## src/rtl/imm_ext_pkg.sv

```systemverilog
// Shared definitions for the immediate extend/shift unit: state encoding and
// an elaboration-time parameter sanity check.
package imm_ext_pkg;

    localparam logic [1:0] ST_IDLE  = 2'd0;
    localparam logic [1:0] ST_SHIFT = 2'd1;
    localparam logic [1:0] ST_DONE  = 2'd2;

    typedef enum logic [1:0] {
        S_IDLE  = ST_IDLE,
        S_SHIFT = ST_SHIFT,
        S_DONE  = ST_DONE
    } state_e;

    // True when the output is wide enough for the immediate and the fixed
    // jump shift fits the shift counter.
    function automatic bit widths_ok(input int in_w, input int out_w,
                                     input int shamt_w, input int jump_shift);
        return (out_w >= in_w) && (jump_shift >= 0) &&
               (jump_shift < (1 << shamt_w));
    endfunction

endpackage

```

## src/rtl/imm_extender.sv

```systemverilog
// Combinational sign/zero extension of an IN_WIDTH immediate to OUT_WIDTH.
// Shared with decode for immediates that need no shift.
module imm_extender #(
    parameter int IN_WIDTH  = 12,
    parameter int OUT_WIDTH = 16
) (
    input  logic [IN_WIDTH-1:0]  data_in,
    input  logic                 zext,
    output logic [OUT_WIDTH-1:0] ext
);

    generate
        if (OUT_WIDTH == IN_WIDTH) begin : g_identity
            assign ext = data_in;
        end else begin : g_extend
            // Pad bit is the immediate's sign unless zero extension is requested.
            logic w_pad;
            assign w_pad = zext ? 1'b0 : data_in[IN_WIDTH-1];
            assign ext   = {{(OUT_WIDTH-IN_WIDTH){w_pad}}, data_in};
        end
    endgenerate

endmodule

```

## src/rtl/imm_extend_shift_unit.sv

```systemverilog
// Registered immediate generator: extends an immediate, then left-shifts it
// one bit per cycle by a runtime or fixed jump amount, flagging lost bits.
module imm_extend_shift_unit
    import imm_ext_pkg::*;
#(
    parameter int IN_WIDTH   = 12,
    parameter int OUT_WIDTH  = 16,
    parameter int SHAMT_W    = 3,
    parameter int JUMP_SHIFT = 1
) (
    input  logic                 clk,
    input  logic                 rst,
    input  logic                 in_valid,
    output logic                 in_ready,
    input  logic [IN_WIDTH-1:0]  data_in,
    input  logic                 zext,
    input  logic                 jump,
    input  logic [SHAMT_W-1:0]   shamt,
    output logic                 out_valid,
    input  logic                 out_ready,
    output logic [OUT_WIDTH-1:0] data_out,
    output logic                 ovf,
    output logic                 busy
);

    generate
        if (!widths_ok(IN_WIDTH, OUT_WIDTH, SHAMT_W, JUMP_SHIFT)) begin : g_bad_params
            $error("imm_extend_shift_unit: need OUT_WIDTH >= IN_WIDTH and JUMP_SHIFT < 2**SHAMT_W");
        end
    endgenerate

    localparam logic [SHAMT_W-1:0] JUMP_N = SHAMT_W'(JUMP_SHIFT);
    localparam logic [SHAMT_W-1:0] CNT_ONE = SHAMT_W'(1);

    state_e               r_state;
    logic [OUT_WIDTH-1:0] r_shreg;
    logic [SHAMT_W-1:0]   r_cnt;
    logic                 r_s0;
    logic                 r_ovf_acc;
    logic                 r_zext;

    logic [OUT_WIDTH-1:0] w_ext;
    logic [SHAMT_W-1:0]   w_n;
    logic                 w_accept;
    logic                 w_msb;
    logic                 w_lost;

    imm_extender #(
        .IN_WIDTH  (IN_WIDTH),
        .OUT_WIDTH (OUT_WIDTH)
    ) u_extender (
        .data_in (data_in),
        .zext    (zext),
        .ext     (w_ext)
    );

    assign w_n      = jump ? JUMP_N : shamt;
    assign w_accept = in_valid & in_ready;
    assign w_msb    = r_shreg[OUT_WIDTH-1];
    // A departing bit is significant if it is a 1 (unsigned) or differs from the sign.
    assign w_lost   = r_zext ? w_msb : (w_msb != r_s0);

    // NOTE: all state here uses non-blocking assignments so every register
    // samples pre-edge values; blocking would chain shreg/counter updates.
    always_ff @(posedge clk) begin
        if (rst) begin
            r_state   <= S_IDLE;
            r_shreg   <= '0;
            r_cnt     <= '0;
            r_s0      <= 1'b0;
            r_ovf_acc <= 1'b0;
            r_zext    <= 1'b0;
        end else begin
            case (r_state)
                S_IDLE: begin
                    if (w_accept) begin
                        r_shreg   <= w_ext;
                        r_cnt     <= w_n;
                        r_s0      <= w_ext[OUT_WIDTH-1];
                        r_ovf_acc <= 1'b0;
                        r_zext    <= zext;
                        r_state   <= (w_n == '0) ? S_DONE : S_SHIFT;
                    end
                end
                S_SHIFT: begin
                    r_shreg <= r_shreg << 1;
                    r_cnt   <= r_cnt - CNT_ONE;
                    if (w_lost) begin
                        r_ovf_acc <= 1'b1;
                    end
                    if (r_cnt == CNT_ONE) begin
                        r_state <= S_DONE;
                    end
                end
                S_DONE: begin
                    if (out_ready) begin
                        r_state <= S_IDLE;
                    end
                end
                default: r_state <= S_IDLE;
            endcase
        end
    end

    // Outputs are forced to their reset values while rst is held.
    assign in_ready  = !rst && (r_state == S_IDLE);
    assign out_valid = !rst && (r_state == S_DONE);
    assign busy      = !rst && (r_state != S_IDLE);
    assign data_out  = out_valid ? r_shreg : '0;
    assign ovf       = out_valid && (r_ovf_acc || (!r_zext && (w_msb != r_s0)));

endmodule

```

## config.mk

```make
export PLATFORM = sky130hd
export DESIGN_NAME = imm_extend_shift_unit
export DESIGN_NICKNAME = d
export VERILOG_FILES = /design/src/rtl/imm_ext_pkg.sv /design/src/rtl/imm_extender.sv /design/src/rtl/imm_extend_shift_unit.sv
export SDC_FILE = /design/constraint.sdc
export NUM_CORES = 1
export LEC_CHECK = 0
export ABC_CLOCK_PERIOD_IN_PS = 2500
export BUFFER_PORTS_ARGS = -buffer_cell sky130_fd_sc_hd__buf_2
export CAP_MARGIN = 20
export CORE_ASPECT_RATIO = 0.7
export CORE_MARGIN = 5
export CORE_UTILIZATION = 55
export CTS_CLUSTER_SIZE = 12
export DETAILED_ROUTE_END_ITERATION = 6
export PLACE_DENSITY_LB_ADDON = 0.08
export SLEW_MARGIN = 20
export SYNTH_ARGS = -nofsm -noshare
export SYNTH_HDL_FRONTEND = slang
export SYNTH_SLANG_ARGS = --single-unit
```

## constraint.sdc

```tcl
create_clock -name clk -period 2.5 [get_ports clk]
set_clock_uncertainty 0.1 [all_clocks]
set_input_delay 0.25 -clock clk [delete_from_list [all_inputs] [get_ports clk]]
set_output_delay 0.25 -clock clk [all_outputs]
set_load 0.02 [all_outputs]
```

; ---- Word level (Yosys, flattened, before mapping)
; Cells that the tools add are included.
[totals]
wordCells = 48
input_bits = 21
out_inout_bits = 20
reg_bits = 24
[op_classes]
addsub = 1
n_eq_ne = 8
mux = 16
bitwise = 1
n_reduce_logical = 16
[op_table]
columns = op, n
row1 = 2-to-1 mux 16 bit, 2
row2 = case mux 16 bit (2 select lines), 1
row3 = 2-to-1 mux 2 bit, 4
row4 = != test 2 bit (second input constant), 4
row5 = 2-to-1 mux 3 bit, 2
row6 = case mux 2 bit (3 select lines), 1
row7 = case mux 3 bit (2 select lines), 1
row8 = AND reduction 3 bit, 2
row9 = logical AND 1 bit, 5
row10 = 2-to-1 mux 1 bit, 4
row11 = AND reduction 2 bit, 2
row12 = nonzero test 2 bit, 2
row13 = == test 3 x 1 -> 1 bit (second input constant), 1
row14 = logical NOT 3 bit, 1
row15 = subtractor 3 x 1 -> 3 bit (second input constant), 1
row16 = == test 2 x 1 -> 1 bit (second input constant), 1
row17 = == test 2 bit (second input constant), 1
row18 = logical NOT 1 bit, 2
row19 = logical NOT 2 bit, 1
row20 = case mux 1 bit (2 select lines), 1
row21 = bitwise AND 1 bit, 1
row22 = logical OR 1 bit, 1
row23 = != test 1 bit, 1

; ---- Depth between registers and ports, before layout
[depth]
ltp_word = 5
mapped_depth = 5
ltp_nobuf = 5

; ---- Hierarchy
; From an unflattened synthesis, not the netlist that was laid out.
[unflattened]
cells_unflattened = 183
area_unflattened_um2 = 1521.5
[modules_own_cells]
columns = module, cells_per_inst, area_each_um2, instances
row1 = imm_extend_shift_unit, 166, 1387.6, 1
row2 = imm_extender, 17, 133.9, 1

; ---- Worst setup path after synthesis
; OpenSTA, ideal clock, no wires.
[synth_timing]
kind = register to output
startpoint = register r_state[1]
endpoint = output ovf
n_path_buf = 1
arrival_time_ns = 1.187
path_stages_with_launch = 5
t_required_ns = 2.150
path_slack_ns = 0.963
cell_sequence = dfxtp_1 inv_1 nor3_2 buf_2 and2_1
[synth_via]
elab_chain_len = 3
[synth_rtl]
columns = element, line_no
row1 = start: declaration, imm_extend_shift_unit.sv:35  ; state_e r_state;
row2 = start signal: assignment, imm_extend_shift_unit.sv:82  ; r_state <= (w_n == '0) ? S_DONE : S_SHIFT;
row3 = == test 2 bit, imm_extend_shift_unit.sv:107  ; assign out_valid = !rst && (r_state == S_DONE);
row4 = logical AND 1 bit, imm_extend_shift_unit.sv:107
row5 = via out_valid, imm_extend_shift_unit.sv:19  ; output logic out_valid,
row6 = logical AND 1 bit, imm_extend_shift_unit.sv:110  ; assign ovf = out_valid && (r_ovf_acc || (!r_zext && (w_msb != r_s0)));
row7 = end: declaration, imm_extend_shift_unit.sv:22  ; output logic ovf,
; The timed path passes the listed nets, and every way through them passes these cells.

; ---- Worst setup path after layout
[layout_timing]
startpoint = register r_state[1]
endpoint = output data_out[0]
[layout_via]
elab_chain_len = 3
[layout_rtl]
columns = element, line_no
row1 = == test 2 bit, imm_extend_shift_unit.sv:107
row2 = logical AND 1 bit, imm_extend_shift_unit.sv:107
row3 = 2-to-1 mux 16 bit, imm_extend_shift_unit.sv:109  ; assign data_out = out_valid ? r_shreg : '0;
row4 = end: declaration, imm_extend_shift_unit.sv:21  ; output logic [OUT_WIDTH-1:0] data_out,
; No other way between the ends.

==> metrics.txt <==
number of synthesized register bits=24; slew margin rel.=51.84%; Synth top area share=34.53%; fill count=roughly 220; Syn Nets=186; synth cell count leaders=dfxtp_1, and2_1, inv_1; Psw=0.0002858 W; setup TNS=0 ps; Clock transition at path regs=between 100 and 150 ps; First-pass DRT Iterations=4; Peak VDD IR=between 500 and 600 uV; R2R cell count=3; Die Ht=around 52 um; post-synthesis sequential area ratio=about a third; endpoint class of the critical path=output port; max-cap violations=0; Antenna Cells=0; asr flop ratio synth=0%; synthesized instance count=~160; DRC errors left=0; Avg Cell Area, Syn=between 8 and 9 um2; Hold Path Class=input port to register; Routed WL=3087 um; GP Congestion=between 0.8 and 0.9; Synth warnings=0; P&R area growth vs syn=17.27%; Synth area leader=dfxtp_1; Root Driver=clkbuf_4; largest net degree at the start of global routing=24; final setup margin=between 400 and 500 ps; CTS tree=yes; chip width=roughly 70 um; critical path class=register to output port; Top FF cell, synth=dfxtp_1; GRT Residual Overflow=0; hpwl dp=2308 um; Top delay family on crit path=flip-flops; logic gate share of total power=between 20% and 30%; Yosys cell types=37; Worst Path Arrival=1730 ps; worst-path cell chain=inv_1 > nor3_2 > buf_4 > and2_1 > buf_2; cts repair resizes=0; initial drt markers=54; io pins=just over 40; Sw Ratio=29.29%; CTS Hold Bufs=0; pre-CTS WS=677.0 ps; # setup viols final=0; CP peak stage delay=between 500 and 600 ps; Post-synth EDFFs=0; Max clock buf depth=2; fmax=481.6 MHz; Slowest cell on crit path=dfxtp_1; core area=2440 um2; Hold Path End=r_zext$_SDFFE_PP0P_; crit path max fanout=18; hold path cells=3; Avg WL per Cell=roughly 13 um; RSZ-0062 raised after global routing=no; die area=between 3000 and 4000 um2; Flop pwr share=47.4%; via count=1,253; Slew @ Worst Pin=719.3 ps; layout cells sized above 1=29.08%; total track usage=17.88%; FF-to-FF End=r_shreg[15]$_SDFFE_PP0P_; Internal=0.0006899 W; Sink Count=24; Antenna Violating Nets Remaining=0; antenna violations before repair=0; top-count cell post-synth=dfxtp_1; reg2reg setup slack=640 ps; vias per inst=5.448; Skew-Pair Late Insertion Delay=320 ps; period utilization=83.06%; Max Slew Vio Count=0; hold_sp=zext; H-Tree Depth=1; status=complete, no violations; CP bufs+invs=3; WP data required=between 2000 and 2500 ps; port buffer count=40; first-pass GRT wire length=5230 um; clock power share=29.0%; CTS buffer count=3; row count=15; Fin. Hold Viols=0; Reg-to-Reg Start=r_state[0]$_SDFFE_PP0P_; CP Launch Type=register; Synth area leaders=dfxtp_1, and2_1, a22o_1, a221oi_2, inv_1; vias in the first global route=1,188; Mapped Area=1391 um2; Leak=0.7244 nW; fin crit period=2076 ps; PwrDens=598.0 nW/um2; fin nets=220; Initial Utilization=roughly 57%; Post-CTS Setup Bufs=0
==> cells in the final DEF (no fill, tap or decap), drive strengths merged <==
cell | Yosys | layout
buf | 11 | 43
dfxtp | 24 | 24
inv | 17 | 17
and2 | 17 | 17
nor2 | 10 | 10
a221oi | 10 | 10
a22o | 9 | 9
nand2 | 8 | 8
nor2b | 5 | 5
o21ai | 5 | 5
nand2b | 4 | 4
a31oi | 4 | 4
a21oi | 4 | 4
a32o | 4 | 4
nand3b | 4 | 4
a31o | 4 | 4
clkbuf | 3 | 3
nor3 | 3 | 3
xnor2 | 2 | 2
a211oi | 2 | 2
nand3 | 2 | 2
ha | 2 | 2
or3b | 2 | 2
nor3b | 2 | 2
mux2i | 1 | 1
nor4 | 1 | 1
a21o | 1 | 1
or2 | 1 | 1
o211ai | 1 | 1
bufinv | 0 | 1
==> worst max path at each step <==
| stage | startpoint | slack (ps) | depth (start not counted) | end |
|---|---|---|---|---|
| global placement | r_state[0]$_SDFFE_PP0P_ | 730 | 3 | r_shreg[7]$_SDFFE_PP0P_ |
| finish | r_state[1]$_SDFFE_PP0P_ | 420 | 5 | data_out[0] |
| floorplan | r_state[1]$_SDFFE_PP0P_ | 960 | 4 | ovf |
| CTS | r_state[1]$_SDFFE_PP0P_ | 410 | 5 | ovf |
| detailed placement | r_state[0]$_SDFFE_PP0P_ | 680 | 3 | r_shreg[6]$_SDFFE_PP0P_ |
| global route | r_state[1]$_SDFFE_PP0P_ | 290 | 5 | data_out[0] |
==> metal layers <==
| layer | GRT usage (%) | vias up | share of wire (%) | routed length (um) |
|---|---|---|---|---|
| met2 | 31.82 | 35 | 46 | 1408 |
| met5 | 0 | - | 0 | 0 |
| met3 | 4.826 | 3 | 6.2 | 190 |
| met1 | 21.87 | 573 | 48 | 1472 |
| met4 | 3.822 | 0 | 0.52 | 16 |
| li1 | - | 642 | - | - |
==> layout make-up <==
class | instances | area [um2] | share of cell area, %
flip-flops and latches | 24 | 480.5 | 29.45
well taps | 34 | 42.54 | 2.607
inverters | 17 | 63.81 | 3.911
clock inverters | 1 | 30.03 | 1.840
repair buffers | 43 | 222.7 | 13.65
multi-input cells | 108 | 769.5 | 47.16
clock buffers | 3 | 22.52 | 1.380
==> per-stage QoR <==
stage	cells	instance area, um2	utilization [%]	power [W]	hold WS, ps
floorplan	163	1391	-	0.0006496	286.0
global placement	226	1579	64.72	0.0006912	357.7
detailed placement	226	1579	64.72	0.0007005	366.4
CTS	230	1632	66.87	0.0009784	61.80
global route	230	1632	66.87	0.001029	90.33
finish	230	1632	66.87	0.0009757	73.59
==> state kept, by name (all words and copies together) (netlist names) <==
register,cells
r_state,2
r_s0,1
r_ovf_acc,1
r_shreg,16
r_zext,1
r_cnt,3
==> tightest hold or removal path: cells and delay by family <==
kind / cells / cell delay [ps]
buffers and inverters: 1 / 110
AND/OR/NAND/NOR: 1 / 50
AO/OA/AOI/OAI: 1 / 50
==> power groups by stage <==
stage          clock (W)  combinational (W)  sequential [W]
4_1_cts         0.000286           0.000230        0.000463
3_3_place_gp           0           0.000224        0.000467
2_1_floorplan          0           0.000199        0.000451
3_5_place_dp           0           0.000230        0.000471
5_1_grt         0.000301           0.000258        0.000470
6_report        0.000283           0.000229        0.000463
==> logic make-up (layout without fill, tap and decap cells) <==
family                   after synthesis  in the layout  synth area share, %
multiplexers                           1              1               0.7195
AO/OA/AOI/OAI                         44             44                27.07
AND/OR/NAND/NOR                       59             59                24.46
XOR/XNOR                               2              2                1.259
adder cells (fa/ha/maj)                2              2                1.798
flip-flops                            24             24                34.53
buffers and inverters                 31             64                10.16
No activity file was read; power rests on OpenSTA's default activity.
